$ cat config.mk
export PLATFORM = sky130hd
export DESIGN_NAME = ternary_run_controller
export DESIGN_NICKNAME = d
export VERILOG_FILES = /design/src/rtl/ternary_run_controller.sv
export SDC_FILE = /design/constraint.sdc
export NUM_CORES = 1
export LEC_CHECK = 0
export CAP_MARGIN = 20
export CORE_MARGIN = 10
export CORE_UTILIZATION = 25
export CTS_CLUSTER_SIZE = 24
export DETAILED_ROUTE_END_ITERATION = 8
export HOLD_SLACK_MARGIN = 0.15
export PLACE_DENSITY = 0.59
export SLEW_MARGIN = 20
export SYNTH_ARGS = -nofsm -noshare
export SYNTH_HDL_FRONTEND = slang
export SYNTH_SLANG_ARGS = --single-unit
export TNS_END_PERCENT = 1
$ cat constraint.sdc
create_clock -name clock -period 2.01 [get_ports clock]
set_input_delay 0.402 -clock clock [delete_from_list [all_inputs] [get_ports clock]]
set_output_delay 0.402 -clock clock [all_outputs]
set_load 0.03 [all_outputs]
$ cat src/rtl/ternary_run_controller.sv
// ternary_run_controller
//
// Run sequencer for the ternary system: IDLE -> LOADING -> EXECUTING -> HALTED,
// with HALTED -> LOADING on a fresh start. It owns the single memory write
// port and hands it to the loader or the CPU based on the registered state.
// It also decides when the program has finished by watching for a program
// counter that stops moving while the CPU sits in fetch.
//
// Optional feature: define TERNARY_WATCHDOG_EN to build an execution-cycle
// watchdog (limit WATCHDOG_CYCLES). Without it, timeout is tied to 0 and only
// stall detection ends execution.
//
// Ports:
//   clock, reset          - rising-edge clock, asynchronous active-low reset
//   start                 - load-and-run request (honoured in IDLE/HALTED only)
//   load_done             - loader finished (honoured in LOADING only)
//   load_start            - one-cycle pulse on the first LOADING cycle
//   cpu_reset, cpu_enable - CPU hold-in-reset and advance enable
//   pc, cpu_state         - CPU program counter (9 trits) and FSM state (0 = fetch)
//   ldr_mem_*             - loader write request
//   cpu_mem_*             - CPU write request
//   mem_*                 - arbitrated memory write port
//   system_state          - IDLE=0, LOADING=1, EXECUTING=2, HALTED=3
//   cycle_count           - saturating count of EXECUTING cycles
//   timeout               - execution ended by the watchdog

module ternary_run_controller #(
    parameter int unsigned HALT_CYCLES     = 5,
    parameter int unsigned WATCHDOG_CYCLES = 1000
) (
    input  logic        clock,
    input  logic        reset,
    input  logic        start,
    input  logic        load_done,
    output logic        load_start,
    output logic        cpu_reset,
    output logic        cpu_enable,
    input  logic [17:0] pc,
    input  logic [2:0]  cpu_state,
    input  logic        ldr_mem_write,
    input  logic [17:0] ldr_mem_addr,
    input  logic [17:0] ldr_mem_wdata,
    input  logic        cpu_mem_write,
    input  logic [17:0] cpu_mem_addr,
    input  logic [17:0] cpu_mem_wdata,
    output logic        mem_write,
    output logic [17:0] mem_addr,
    output logic [17:0] mem_wdata,
    output logic [1:0]  system_state,
    output logic [31:0] cycle_count,
    output logic        timeout
);

    typedef enum logic [1:0] {
        ST_IDLE      = 2'd0,
        ST_LOADING   = 2'd1,
        ST_EXECUTING = 2'd2,
        ST_HALTED    = 2'd3
    } state_t;

    typedef struct packed {
        logic        write;
        logic [17:0] addr;
        logic [17:0] wdata;
    } mem_req_t;

    // 2'b11 is not a legal trit encoding, so this never matches a real pc.
    localparam logic [17:0] PC_INVALID = 18'h3FFFF;
    localparam logic [3:0]  STALL_LAST = 4'(HALT_CYCLES - 1);

    state_t      state, state_nxt;
    logic [17:0] prev_pc;
    logic [3:0]  stall_cnt;
    logic        stall_cond, stall_hit, wd_hit;
    logic        enter_loading, enter_exec;
    mem_req_t    ldr_req, cpu_req, mem_req;

    // ---------------------------------------------------------------
    // Completion detection
    // ---------------------------------------------------------------
    assign stall_cond = (state == ST_EXECUTING) && (cpu_state == 3'd0) && (pc == prev_pc);
    assign stall_hit  = stall_cond && (stall_cnt == STALL_LAST);

`ifdef TERNARY_WATCHDOG_EN
    logic [32:0] cc_inc;
    logic        timeout_q;

    // 33-bit sum so a saturated counter cannot wrap into a false match.
    assign cc_inc = {1'b0, cycle_count} + 33'd1;
    assign wd_hit = (state == ST_EXECUTING) && (cc_inc == 33'(WATCHDOG_CYCLES));

    always_ff @(posedge clock or negedge reset) begin
        if (!reset) begin
            timeout_q <= 1'b0;
        end else if (enter_loading) begin
            timeout_q <= 1'b0;
        end else if (wd_hit) begin
            timeout_q <= 1'b1;
        end
    end

    assign timeout = timeout_q;
`else
    // No watchdog: the limit is still referenced so both builds share one
    // parameter list, but the term folds to constant 0.
    assign wd_hit  = (WATCHDOG_CYCLES == 0) & 1'b0;
    assign timeout = 1'b0;
`endif

    // ---------------------------------------------------------------
    // FSM
    // ---------------------------------------------------------------
    always_ff @(posedge clock or negedge reset) begin
        if (!reset) begin
            state <= ST_IDLE;
        end else begin
            state <= state_nxt;
        end
    end

    always_comb begin
        state_nxt = state;
        case (state)
            ST_IDLE:      if (start)                state_nxt = ST_LOADING;
            ST_LOADING:   if (load_done)            state_nxt = ST_EXECUTING;
            ST_EXECUTING: if (stall_hit || wd_hit)  state_nxt = ST_HALTED;
            ST_HALTED:    if (start)                state_nxt = ST_LOADING;
            default:                                state_nxt = ST_IDLE;
        endcase
    end

    assign enter_loading = (state_nxt == ST_LOADING)   && (state != ST_LOADING);
    assign enter_exec    = (state_nxt == ST_EXECUTING) && (state != ST_EXECUTING);

    assign system_state = state;
    assign cpu_reset    = (state == ST_IDLE) || (state == ST_LOADING);
    assign cpu_enable   = (state == ST_EXECUTING);

    // Registered so the pulse lines up with the first LOADING cycle.
    always_ff @(posedge clock or negedge reset) begin
        if (!reset) begin
            load_start <= 1'b0;
        end else begin
            load_start <= enter_loading;
        end
    end

    // ---------------------------------------------------------------
    // Stall tracking
    // ---------------------------------------------------------------
    always_ff @(posedge clock or negedge reset) begin
        if (!reset) begin
            prev_pc   <= PC_INVALID;
            stall_cnt <= 4'd0;
        end else if (enter_exec) begin
            prev_pc   <= PC_INVALID;
            stall_cnt <= 4'd0;
        end else if (state == ST_EXECUTING) begin
            prev_pc   <= pc;
            // Execution leaves at STALL_LAST (<= 14), so this cannot overflow.
            stall_cnt <= stall_cond ? stall_cnt + 4'd1 : 4'd0;
        end
    end

    // ---------------------------------------------------------------
    // Execution cycle counter
    // ---------------------------------------------------------------
    always_ff @(posedge clock or negedge reset) begin
        if (!reset) begin
            cycle_count <= 32'd0;
        end else if (enter_loading) begin
            cycle_count <= 32'd0;
        end else if ((state == ST_EXECUTING) && (cycle_count != 32'hFFFF_FFFF)) begin
            cycle_count <= cycle_count + 32'd1;
        end
    end

    // ---------------------------------------------------------------
    // Memory write port ownership. Selection depends only on the registered
    // state; a request from the non-owner is simply dropped. Because state
    // resets asynchronously, an in-flight write vanishes as soon as reset
    // asserts.
    // ---------------------------------------------------------------
    assign ldr_req = '{write: ldr_mem_write, addr: ldr_mem_addr, wdata: ldr_mem_wdata};
    assign cpu_req = '{write: cpu_mem_write, addr: cpu_mem_addr, wdata: cpu_mem_wdata};

    always_comb begin
        mem_req = '0;
        case (state)
            ST_LOADING:   mem_req = ldr_req;
            ST_EXECUTING: mem_req = cpu_req;
            default:      mem_req = '0;
        endcase
    end

    assign mem_write = mem_req.write;
    assign mem_addr  = mem_req.addr;
    assign mem_wdata = mem_req.wdata;

endmodule

Word-level counts from Yosys, hierarchy flattened
Cells that the tools add are included.
{"block": "classes", "addsub": 2, "n_eq_ne": 10, "muxes": 12, "reduce_logical": 12}
{"op": "$pmux W37 S2", "n": 1}
{"op": "$mux W32", "n": 2}
{"op": "$mux W18", "n": 2}
{"op": "$add A32 B1 Y32 const B", "n": 1}
{"op": "$ne A32 B32 Y1 const B", "n": 1}
{"op": "$eq A18 B18 Y1", "n": 1}
{"op": "$mux W4", "n": 3}
{"op": "$eq A2 B2 Y1 const B", "n": 3}
{"op": "$logic_and A1 B1 Y1", "n": 6}
{"op": "$mux W2", "n": 3}
{"op": "$pmux W2 S3", "n": 1}
{"op": "$add A4 B1 Y4 const B", "n": 1}
{"op": "$eq A2 B1 Y1 const B", "n": 2}
{"op": "$eq A4 B3 Y1 const B", "n": 1}
{"op": "$reduce_bool A2 Y1", "n": 2}
{"op": "$logic_not A3 Y1", "n": 1}
{"op": "$logic_not A2 Y1", "n": 1}
{"op": "$ne A2 B1 Y1 const B", "n": 1}
{"op": "$ne A2 B2 Y1 const B", "n": 1}
{"op": "$reduce_or A2 Y1", "n": 1}
{"op": "$logic_or A1 B1 Y1", "n": 1}
{"block": "word_totals", "regBits": 57, "in_bits": 99, "output_inout_bits": 75, "wordCells": 41}

Logic depth before layout (Yosys ltp)
Gate-level depths: netlist (run 1).
{"block": "depth", "word_depth": 9, "ltp_mapped": 9, "depth_no_buf": 7}

Least setup slack after synthesis (run 1)
Ideal clock, no wire load.
{"block": "synth_path", "path_type": "reg-to-output", "startpoint": "register state[1], in the netlist system_state[1]", "endpoint": "output mem_addr[10]", "arrival_time_ps": 2177, "required_ps": 1608, "path_slack_ps": -569, "stages_incl_launch_ff": 8, "path_buffers": 3, "cell_sequence": "dfrtp_1 inv_1 ha_1 clkbuf_1 clkbuf_1 clkbuf_1 a22oi_1 nor2b_1"}
{"block": "synth_via", "elab_chain_len": 2, "elab_cells_between_ends": 3, "cone_classes": "eq/ne (2); mux (1)"}
{"element": "start: declaration", "line_no": "71", "rtl": "state_t state, state_nxt;"}
{"element": "start signal: assignment", "line_no": "117", "rtl": "state <= state_nxt;"}
{"element": "$eq A2 B2 Y1 / $eq A2 B1 Y1 (equally long branches)", "line_no": "189", "rtl": "case (state)"}
{"element": "$pmux W37 S2 *", "line_no": "189"}
{"element": "end: declaration", "line_no": "47", "rtl": "output logic [17:0] mem_addr,"}
Mark *: on every way between the ends. The rest lies on a longest branch, timed or not.

Worst setup path after layout (run 1)
Ends and elaborated chain as after synthesis.

==> results of run 1 <==
worst max-delay path by stage:
stage	from	to	slack, ns	cells after the start
5_1_grt	system_state[1]	mem_addr[10]	-0.22	7
6_report	system_state[1]	mem_addr[10]	-0.14	7
2_1_floorplan	system_state[0]	cycle_count[31]	-0.17	8
3_3_place_gp	cpu_state[1]	cycle_count[8]	-0.35	8
3_5_place_dp	cpu_state[1]	cycle_count[8]	-0.33	8
4_1_cts	system_state[1]	mem_addr[6]	-0.16	7
metal layers:
layer | up-vias | global-route usage, % | part of all wire, %
met3 | 18 | 4.91 | 7.6
met5 | - | 0 | 0
met2 | 118 | 22.8 | 52
met4 | 0 | 3.64 | 1.5
li1 | 1962 | - | -
met1 | 1937 | 14.3 | 39
synth_stat cells (all sizes together), types with 3 or more instances:
master / number
a21oi: 23
a31oi: 7
and4: 4
inv: 29
or2: 3
and3: 4
nand4: 16
xnor2: 19
o21ai: 20
o31ai: 8
nor2b: 37
buf: 12
a22oi: 37
nor3: 5
xor2: 4
and2: 3
nor2: 15
nand3: 11
nand2: 20
clkbuf: 15
or4: 6
dfrtp: 39
or3: 15
ha: 7
dfstp: 18
a2bb2oi: 18
power groups by stage:
stage          clock, W  combinational, W  sequential [W]
3_3_place_gp          0           0.00498         0.00167
4_1_cts         0.00159           0.00538         0.00167
2_1_floorplan         0           0.00307         0.00182
5_1_grt         0.00164           0.00701         0.00171
3_5_place_dp          0           0.00505         0.00168
6_report        0.00156           0.00658         0.00167
cells in the final DEF (no fill, tap or decap), types with 3 or more instances in the layout:
master           count
clkdlybuf4s50_1    129
ha_1                 4
xor2_1               4
nor2_1              13
buf_12               7
nand4_1             10
o31ai_1              6
ha_4                 3
a31oi_1              4
a21oi_1              5
or4_1                6
nand2_1             20
dfstp_2             18
buf_4               57
clkinv_2             3
and3_1               4
clkbuf_16           18
nand3_1              9
a22oi_1             11
or3_1               13
a22oi_2             26
dfrtp_1             37
a2bb2oi_1           16
nand4_2              6
nor2b_2             37
a21oi_2             18
o21ai_1              6
and4_1               3
o21ai_0             14
inv_1               27
xnor2_1             19
buf_6               35
flip-flops by register name, indices dropped and copies added, names as in the netlist:
register,cells
prev_pc,18
cycle_count,32
load_start,1
stall_cnt,4
system_state,2
logic make-up (layout without fill, tap and decap cells):
logic type | after synthesis | count (layout) | synth area share, %
buf+inv | 56 | 288 | 6.55
mux | 2 | 2 | 0.529
flops | 57 | 57 | 38.3
xor+xnor | 23 | 23 | 5.33
fa+ha+maj | 7 | 7 | 2.32
compound gates | 123 | 123 | 23.1
simple gates | 143 | 143 | 23.8
other cells | 1 | 1 | 0.0992
critical path, delay by kind of cell (launching register included):
| kind | cells | cell delay, ns |
|---|---|---|
| AO/OA/AOI/OAI | 1 | 0.09 |
| adder cells (fa/ha/maj) | 1 | 0.24 |
| buffers and inverters | 4 | 0.53 |
| flip-flops | 1 | 0.41 |
| AND/OR/NAND/NOR | 1 | 0.14 |
stage by stage:
step	hold WS [ns]	cell area (um^2)	instances	util, %
2_1_floorplan	0.106	3900	412	-
3_3_place_gp	0.435	6060	794	41.2
3_5_place_dp	0.435	6060	794	41.2
4_1_cts	0.511	6560	812	44.6
5_1_grt	0.513	7170	828	48.8
6_report	0.508	7170	828	48.8
final cells by class:
class / count / share of cell area, %
Multi-Input combinational cell: 299 / 35.2
Tap cell: 184 / 3.21
Sequential cell: 57 / 20.3
Timing Repair Buffer: 243 / 35.5
Clock buffer: 11 / 3.54
Clock inverter: 5 / 0.751
Inverter: 29 / 1.55
timing repair:
action / 4_1_cts / 5_1_grt
buffers inserted: 1 / 7
pin swaps: 1 / 17
gates resized for setup: 38 / 78
gates cloned: 0 / 10
hold buffers: 1 / 0
setup endpoints to repair: 94 / 96
hold endpoints to repair: 39 / 0
==> results.py, run 1 <==
metrics = {
    "floorplan": {
        "initial_core_util_pct": 25.7,
        "row_count": 44,
        "chipHeight_um": 143,
        "core_area_um2": 14700,
        "dieArea_um2": 20400,
        "die_width_um": 143,
        "boundaryPins": 174,
    },
    "power": {
        "switching_share_pct": 40.3,
        "internal_power_w": 0.00586,
        "combPwrFrac_pct": 67.0,
        "power_w": 0.00982,
        "p_switching_w": 0.00396,
        "p_leak_nw": 2.89,
        "powerDensity_nw_per_um2": 1370,
        "power_frac_seq_pct": 17.0,
        "ir_drop_uv": 557,
        "clkPwrFrac_pct": 15.9,
    },
    "yosys": {
        "synth_nets": 518,
        "synth_flop_cell": "dfrtp_1",
        "synth_cell_types": 52,
        "synth_area_leaders": "dfrtp_1, dfstp_2, a22oi_1, nor2b_1, xnor2_1",
        "synth_area_per_cell_um2": 9.18,
        "ys_seq_area_share_pct": 38.3,
        "synth-seq-cells": 57,
        "synth_cells": 412,
        "synth_top_cell_area_share_pct": 25.8,
        "netlist_area_um2": 3780,
        "async_reset_ff_share_pct": 100,
        "yosysWarnings": 0,
        "yosys.area.top_type": "dfrtp_1",
        "synth_edf_count": 0,
    },
    "drt": {
        "vias": 4035,
        "drtIter0Drc": 186,
        "drtPass1Iterations": 4,
        "drc": 0,
        "ant_nets": 0,
        "post_drt_wl_per_cell_um": 18.1,
        "via_per_inst": 4.87,
        "drt-total-wl_um": 15000,
    },
    "worst_hold_path": {
        "hold_depth": 1,
        "hold_class": "reg2reg",
        "hold_start": "prev_pc[2]",
        "hold_end": "prev_pc[2]",
    },
    "finish": {
        "num_antenna_cells": 0,
        "register_area_um2": 1450,
        "drive_above_1_share_pct": 41.1,
        "nNetsFinal": 745,
        "fillers": 1328,
        "syn_to_final_growth_pct": 89.5,
        "multi_input_area_um2": 2520,
    },
    "clocking": {
        "cts_buffer_depth": 2,
        "cts_root_buf": "clkbuf_16",
        "cts_buffers": 9,
        "clock-sinks": 57,
        "clk_latency_ns": 0.33,
        "htree_levels": 3,
        "tritoncts": "built",
        "clkTransAtPathRegs_ns": 0.05,
    },
    "worst_setup_path": {
        "timing.rr.start": "system_state[1]",
        "max_stage_delay_ns": 0.41,
        "cp.required_ns": 1.61,
        "cp-start-kind": "flop",
        "reg2reg_depth": 8,
        "path_class": "reg2out",
        "rr_endpoint": "cycle_count[9]",
        "r2r_setup_slack_ns": -0.12,
        "endpoint_kind": "output port",
        "cpMaxStageDelayCell": "dfrtp_2",
        "path_common_cell": "buf_6",
        "arrival_ns": 1.74,
        "crit_fanout": 7,
        "crit_chain": "inv_2, buf_6, ha_4, clkbuf_16, a22oi_1, nor2b_2, buf_6",
    },
    "placed_design": {
        "gp_congestion": 0.768,
        "port_buffers": 172,
        "hpwlAfterDp_um": 10500,
        "pre_cts_slack_ns": -0.329,
    },
    "timing": {
        "tightest_slew_ns": 0.517,
        "period_share_pct": 107,
        "layout_min_cycle_time_ns": 2.15,
        "clock_skew_ns": 0.00892,
        "setup_tns_ns": -6.81,
        "slew_headroom_pct": 65.5,
        "setup_ws_ns": -0.136,
        "slew_violations": 0,
        "max_freq_ghz": 0.466,
        "setup_violations": 87,
        "rsz0062_at_grt": "yes",
        "hold_viol_final": 0,
    },
    "grt": {
        "grt_start_max_net_pins": 58,
        "grtUsageTotal_pct": 13.0,
        "overflow": 0,
        "antenna_found_initial": 0,
        "grt_pass1_wl_um": 21500,
        "grt_pass1_vias": 4090,
    },
    "status": {
        "violations": "setup timing",
        "status": "complete, but fails checks",
    },
    "job": {
        "maxCapViolCount": 0,
    },
}
Power figures use the tool's default switching activity.
==> inputs of run 2 (changes only) <==
Settings changed: CAP_MARGIN 20 to unset.
==> results of run 2 <==
The final DEF is identical to that of run 1; final timing and power are the same.
==> inputs of run 3 (changes only) <==
Settings changed: CORE_MARGIN 10 to 1.5.
Clock period 2.01 ns to 1.8 ns, I/O delays scaled along.
==> run 3 against run 2 <==
The run ends with DRC, setup timing left. Critical path depth increased by 2. Worst hold slack got worse by 0.00069 ns. Global-route usage increased by 3.3 points. Critical path type is now reg2reg. Setup slack got worse by 0.26 ns. Largest power group unchanged. Non-clock buffer count increased by 3. Power increased by 2.2%. Utilization decreased by 2.0 points. Clock-buffer cell count unchanged. Clock skew decreased by 0.0033 ns. Combinational power decreased by 0.8%. Critical endpoint is now cycle_count[5]. Sequential cell count unchanged. First-iteration DRC count decreased by 7.5%.
==> results.py, run 3 (synthesis gave the netlist of run 1 again) <==
metrics = {
    "floorplan": {
        "dieArea_um2": 15900,
        "core_area_um2": 14600,
        "row_count": 44,
        "die_width_um": 126,
        "chipHeight_um": 126,
        "initial_core_util_pct": 25.8,
        "boundaryPins": 174,
    },
    "finish": {
        "nNetsFinal": 748,
        "largest_register": "cycle_count",
        "final_core_util_pct": 46.8,
        "drive_above_1_share_pct": 38.3,
        "num_antenna_cells": 0,
        "fillers": 1367,
        "syn_to_final_growth_pct": 81.3,
        "fin_area_um2": 6850,
        "fin_cells": 831,
        "layout_common_cells": "clkdlybuf4s50_1, buf_4, dfrtp_1",
        "reg.largest.list": "cycle_count (32), prev_pc (18), stall_cnt (4)",
        "final_common_cell": "clkdlybuf4s50_1",
        "largest_register_ffs": 32,
    },
    "drt": {
        "drtPass1Iterations": 6,
        "vias": 4030,
        "via_per_inst": 4.85,
        "ant_nets": 0,
        "wl_met2_um": 6740,
        "route.met3.wl_um": 716,
        "drc": 16,
        "wl_met1_um": 5210,
        "dr.max_layer_used": "met4",
        "post_drt_wl_per_cell_um": 15.5,
        "drtIter0Drc": 172,
        "drt-total-wl_um": 12900,
    },
    "clocking": {
        "cts_buffers": 9,
        "cts_root_buf": "clkbuf_16",
        "htree_levels": 3,
        "clk_latency_ns": 0.33,
        "clkTransAtPathRegs_ns": 0.05,
        "cts_buffer_depth": 2,
        "tritoncts": "built",
        "clock-sinks": 57,
    },
    "placed_design": {
        "hpwlAfterDp_um": 9310,
        "placed_cells": 810,
        "gp_congestion": 0.797,
        "pre_cts_slack_ns": -0.549,
        "port_buffers": 172,
        "place_area_um2": 6150,
    },
    "grt": {
        "overflow": 0,
        "grt_start_max_net_pins": 58,
        "grtUsageTotal_pct": 16.3,
        "grt_pass1_vias": 4172,
        "grt_pass1_wl_um": 21000,
        "antenna_found_initial": 0,
    },
    "power": {
        "p_leak_nw": 2.94,
        "power_frac_seq_pct": 18.4,
        "ir_drop_uv": 718,
        "clkPwrFrac_pct": 16.5,
        "powerDensity_nw_per_um2": 1460,
        "combPwrFrac_pct": 65.1,
        "internal_power_w": 0.00588,
        "power_w": 0.0100,
        "p_switching_w": 0.00415,
        "switching_share_pct": 41.3,
    },
    "worst_setup_path": {
        "rr_endpoint": "cycle_count[5]",
        "cpMaxStageDelayCell": "dfrtp_2",
        "path_class": "reg2reg",
        "arrival_ns": 2.44,
        "endpoint_kind": "flop",
        "r2r_setup_slack_ns": -0.39,
        "max_stage_delay_ns": 0.42,
        "crit_chain": "inv_4, ha_4, or3b_4, a32oi_4, nor2_1, a32o_2, buf_12, buf_12, a31oi_1",
        "cp.required_ns": 2.05,
        "timing.rr.start": "system_state[1]",
        "crit_fanout": 8,
        "path_common_cell": "buf_12",
        "reg2reg_depth": 9,
        "cp-start-kind": "flop",
    },
    "timing": {
        "max_freq_ghz": 0.456,
        "setup_ws_ns": -0.394,
        "slew_headroom_pct": 52.2,
        "clock_skew_ns": 0.00558,
        "hold_viol_final": 0,
        "slew_violations": 0,
        "tightest_slew_ns": 0.713,
        "period_share_pct": 122,
        "layout_min_cycle_time_ns": 2.19,
        "rsz0062_at_grt": "yes",
        "setup_violations": 94,
    },
    "job": {
        "maxCapViolCount": 0,
    },
    "worst_hold_path": {
        "hold_end": "prev_pc[14]",
        "hold_class": "reg2reg",
        "hold_start": "prev_pc[14]",
        "hold_depth": 1,
    },
    "status": {
        "violations": "DRC, setup timing",
        "status": "complete, but fails checks",
    },
}
run 3: cell types whose count changed in the layout (fill, tap and decap cells not counted), sizes merged, moves of 2 or more:
| cell | delta |
|---|---|
| clkbuf | -7 |
| clkdlybuf4s50 | -31 |
| dlymetal6s2s | -2 |
| buf | +10 |
| dlygate4sd2 | +33 |
run 3: layer usage:
layer / track usage (%) / vias to the layer above
li1: - / 1968
met1: 18.8 / 1937
met2: 29.9 / 106
met3: 4.04 / 19
met4: 4.39 / 0
met5: 0 / -
run 3: per-stage QoR:
stage,TNS [ns],hold WS [ns]
CTS,-26.77,0.510
detailed placement,-27.83,0.397
finish,-26.83,0.507
global route,-36.12,0.516
floorplan,-29.68,0.0644
global placement,-24.70,0.389
run 3: repair_timing:
| item | CTS | global route |
|---|---|---|
| hold buffers | 1 | 0 |
| resized for setup | 88 | 25 |
| endpoints found under the hold margin | 39 | 0 |
| pin swaps | 10 | 3 |
| buffers inserted | 3 | 0 |
| gates cloned | 1 | 1 |
| setup endpoints to repair | 129 | 95 |
run 3: cell type report:
type	count	area, um^2	share of cell area (%)
well taps	184	230	3.36
repair buffers	246	2340	34.1
inverters	29	114	1.66
flip-flops and latches	57	1450	21.2
multi-input cells	299	2430	35.5
clock inverters	5	27.5	0.402
clock buffers	11	264	3.85
run 3: critical path: cells and delay by family, from the launching register on:
kind | cells | cell delay (ns)
flops | 1 | 0.42
simple gates | 2 | 0.45
buf+inv | 3 | 0.37
compound gates | 3 | 0.67
fa+ha+maj | 1 | 0.20
run 3: power groups by stage:
stage | sequential (W) | combinational (W) | clock, W
after floorplan | 0.00203 | 0.00332 | 0
after global placement | 0.00184 | 0.00555 | 0
after detailed placement | 0.00185 | 0.00565 | 0
after CTS | 0.00184 | 0.00625 | 0.00169
after global routing | 0.00188 | 0.00696 | 0.00174
final | 0.00184 | 0.00653 | 0.00165
run 3: worst max path at each step:
stage	startpoint	end	slack, ns	cells past startpoint
after CTS	system_state[0]	cycle_count[31]	-0.37	9
after detailed placement	cpu_state[1]	cycle_count[29]	-0.55	8
after global routing	system_state[0]	cycle_count[31]	-0.48	9
after global placement	cpu_state[1]	cycle_count[22]	-0.52	8
final	system_state[1]	cycle_count[5]	-0.39	9
after floorplan	system_state[0]	cycle_count[31]	-0.38	8
==> patch (config.mk and constraints of run 2) <==
Build with the macro `TERNARY_WATCHDOG_EN` defined.
--- a/src/rtl/ternary_run_controller.sv
+++ b/src/rtl/ternary_run_controller.sv
@@ -23,6 +23,8 @@
 //   system_state          - IDLE=0, LOADING=1, EXECUTING=2, HALTED=3
 //   cycle_count           - saturating count of EXECUTING cycles
 //   timeout               - execution ended by the watchdog
+
+`define TERNARY_WATCHDOG_EN
 
 module ternary_run_controller #(
     parameter int unsigned HALT_CYCLES     = 5,
Check against the original RTL: same outputs for any inputs over 10 cycles, from zero or initial values and one cycle with reset low; that may be too few to reach the edited logic, so the function may still have changed.
==> patch against run 2 <==
The run still ends with setup timing left. Final area grew 5.7%. Die area is 10% higher. Power fell by 10%. Core utilization down 3.1 points. Sequential power up 2%. Routed wire length increased by 12%. Via count up 18%. Worst setup slack worse by 0.14 ns. Sequential cell count increased by 1. Clock skew decreased by 0.0017 ns. Area after synthesis increased by 12%. Sequential share of layout area fell by 0.54 points. Largest power group unchanged. Register-to-register slack got worse by 0.16 ns.
==> patch: results (changes against run 2) <==
<table>
<tr><th>Metric</th><th>Value</th></tr>
<tr><th colspan="2">Synthesis</th></tr>
<tr><td>Commonest cells post-synth</td><td>61 x sky130_fd_sc_hd__nor2_1, 40 x sky130_fd_sc_hd__dfrtp_1, 39 x sky130_fd_sc_hd__nor2b_1</td></tr>
<tr><td>Number of distinct library cells after synthesis</td><td>62 (+19%)</td></tr>
<tr><td>Top area cells in the synthesized netlist</td><td>sky130_fd_sc_hd__dfrtp_1 24%, sky130_fd_sc_hd__dfstp_2 11%, sky130_fd_sc_hd__a22oi_1 6.7%</td></tr>
<tr><th colspan="2">Timing</th></tr>
<tr><td>Worst Tran Pin Value</td><td>0.454 ns (-0.0631 ns)</td></tr>
<tr><td>Max Clk Rate</td><td>437 MHz (-6.3%)</td></tr>
<tr><td>Min Hold Slack</td><td>0.503 ns (-0.00484 ns)</td></tr>
<tr><td>Total setup violations reported at the end of the flow</td><td>86 (-1.1%)</td></tr>
<tr><td>Summed negative setup slack over all endpoints</td><td>-9.50 ns (-2.70 ns)</td></tr>
<tr><td>Final worst-path setup slack</td><td>-0.280 ns (-0.145 ns)</td></tr>
<tr><th colspan="2">Place</th></tr>
<tr><td>Pre-CTS setup slack</td><td>-0.231 ns (+0.0978 ns)</td></tr>
<tr><td>DPL Wire Length</td><td>13.0 mm (+25%)</td></tr>
<tr><th colspan="2">Global route</th></tr>
<tr><td>Global-route wire length before repair</td><td>26.8 mm (+24%)</td></tr>
<tr><td>Pin count of the biggest net entering global routing</td><td>59 (+1.7%)</td></tr>
<tr><th colspan="2">Routing</th></tr>
<tr><td>Number of detailed-routing iterations run before antenna repair</td><td>5 (+1)</td></tr>
<tr><td>Initial drt markers</td><td>240 (+29%)</td></tr>
<tr><td>Final routed wirelength across all metal layers</td><td>16.8 mm (+12%)</td></tr>
<tr><th colspan="2">Final layout</th></tr>
<tr><td>Most common cell after layout, fill and taps aside</td><td>sky130_fd_sc_hd__buf_4</td></tr>
<tr><td>Final #Nets</td><td>868 (+17%)</td></tr>
<tr><td>Layout cell share with drive strength beyond 1</td><td>35.5% (-5.7 points)</td></tr>
<tr><th colspan="2">Hold path</th></tr>
<tr><td>Hold endpoint</td><td>stall_cnt[3]</td></tr>
<tr><th colspan="2">Power and ir drop</th></tr>
<tr><td>VDD IR-drop max</td><td>620 µV (+11%)</td></tr>
<tr><th colspan="2">Status</th></tr>
<tr><td>Violated checks</td><td>setup timing</td></tr>
<tr><td>Status</td><td>complete, but fails checks</td></tr>
<tr><th colspan="2">Critical path</th></tr>
<tr><td>Biggest fanout along the worst timing path</td><td>4 (-3)</td></tr>
<tr><td>Reg2reg end</td><td>system_state[0]</td></tr>
</table>
==> patch: per-layer routing <==
metal	track usage, %	wire [µm]	vias up
met5	0	0	-
met4	3.35	248	0
met3	3.47	1130	21
met2	25.6	8480	180
met1	17.2	6970	2271
li1	-	-	2300
==> patch: layout make-up <==
class	count	area (µm²)	share of cell area, %
Inverter	28	105	1.39
Multi-Input combinational cell	383	2810	37.1
Clock inverter	4	26.3	0.347
Clock buffer	12	289	3.82
Tap cell	220	275	3.63
Timing Repair Buffer	282	2580	34.0
Sequential cell	58	1490	19.7
==> patch: where the power goes <==
group | switching [mW] | internal (mW) | total (mW)
clock network | 0.582 | 1.02 | 1.60
logic | 2.99 | 2.52 | 5.51
registers | 0.197 | 1.52 | 1.71
==> patch: how the worst max path moves through the flow <==
stage	slack, ns	start	endpoint
6_report	-0.28	cycle_count[7]	system_state[0]
5_1_grt	-0.37	cycle_count[1]	system_state[0]
4_1_cts	-0.27	cycle_count[1]	system_state[0]
3_5_place_dp	-0.23	cycle_count[1]	cycle_count[26]
3_3_place_gp	-0.22	cycle_count[1]	cycle_count[26]
2_1_floorplan	-0.24	cycle_count[15]	system_state[0]
==> patch: logic make-up (layout without fill, tap and decap cells) <==
| family | after synthesis | after routing | share of synthesized area (%) |
|---|---|---|---|
| AOI/OAI and AO/OA | 97 | 98 | 16.1 |
| adders and majority gates | 7 | 7 | 2.07 |
| muxes | 6 | 6 | 1.45 |
| buffers and inverters | 62 | 326 | 6.10 |
| DFF | 58 | 58 | 34.9 |
| and+or+nand+nor | 221 | 221 | 28.9 |
| xor gates and xnor gates | 51 | 51 | 10.6 |
==> patch: metrics by stage <==
stage | instances | power, mW | area, µm²
detailed placement | 964 | 7.09 | 6970
global route | 987 | 9.37 | 7570
finish | 987 | 8.83 | 7570
CTS | 986 | 8.89 | 7470
global placement | 964 | 6.95 | 6970
floorplan | 502 | 4.93 | 4430
==> patch: timing repair <==
item,CTS,global route
hold buffers,1,0
pin swaps,16,12
gates cloned,1,0
endpoints found under the setup margin,93,101
gates resized for setup,34,23
hold endpoints to repair,40,0
setup buffers,4,1
==> patch: worst register-to-register path, stage by stage (launching register included) <==
cell                        delay (ns)
sky130_fd_sc_hd__dfrtp_2          0.41
sky130_fd_sc_hd__nand4_1          0.22
sky130_fd_sc_hd__buf_4            0.21
sky130_fd_sc_hd__nor3_2           0.10
sky130_fd_sc_hd__buf_4            0.15
sky130_fd_sc_hd__mux2i_1          0.23
sky130_fd_sc_hd__o2111ai_1        0.17
sky130_fd_sc_hd__nor4_2           0.33
sky130_fd_sc_hd__buf_4            0.17
sky130_fd_sc_hd__nand4_1          0.09
sky130_fd_sc_hd__o211ai_1         0.12
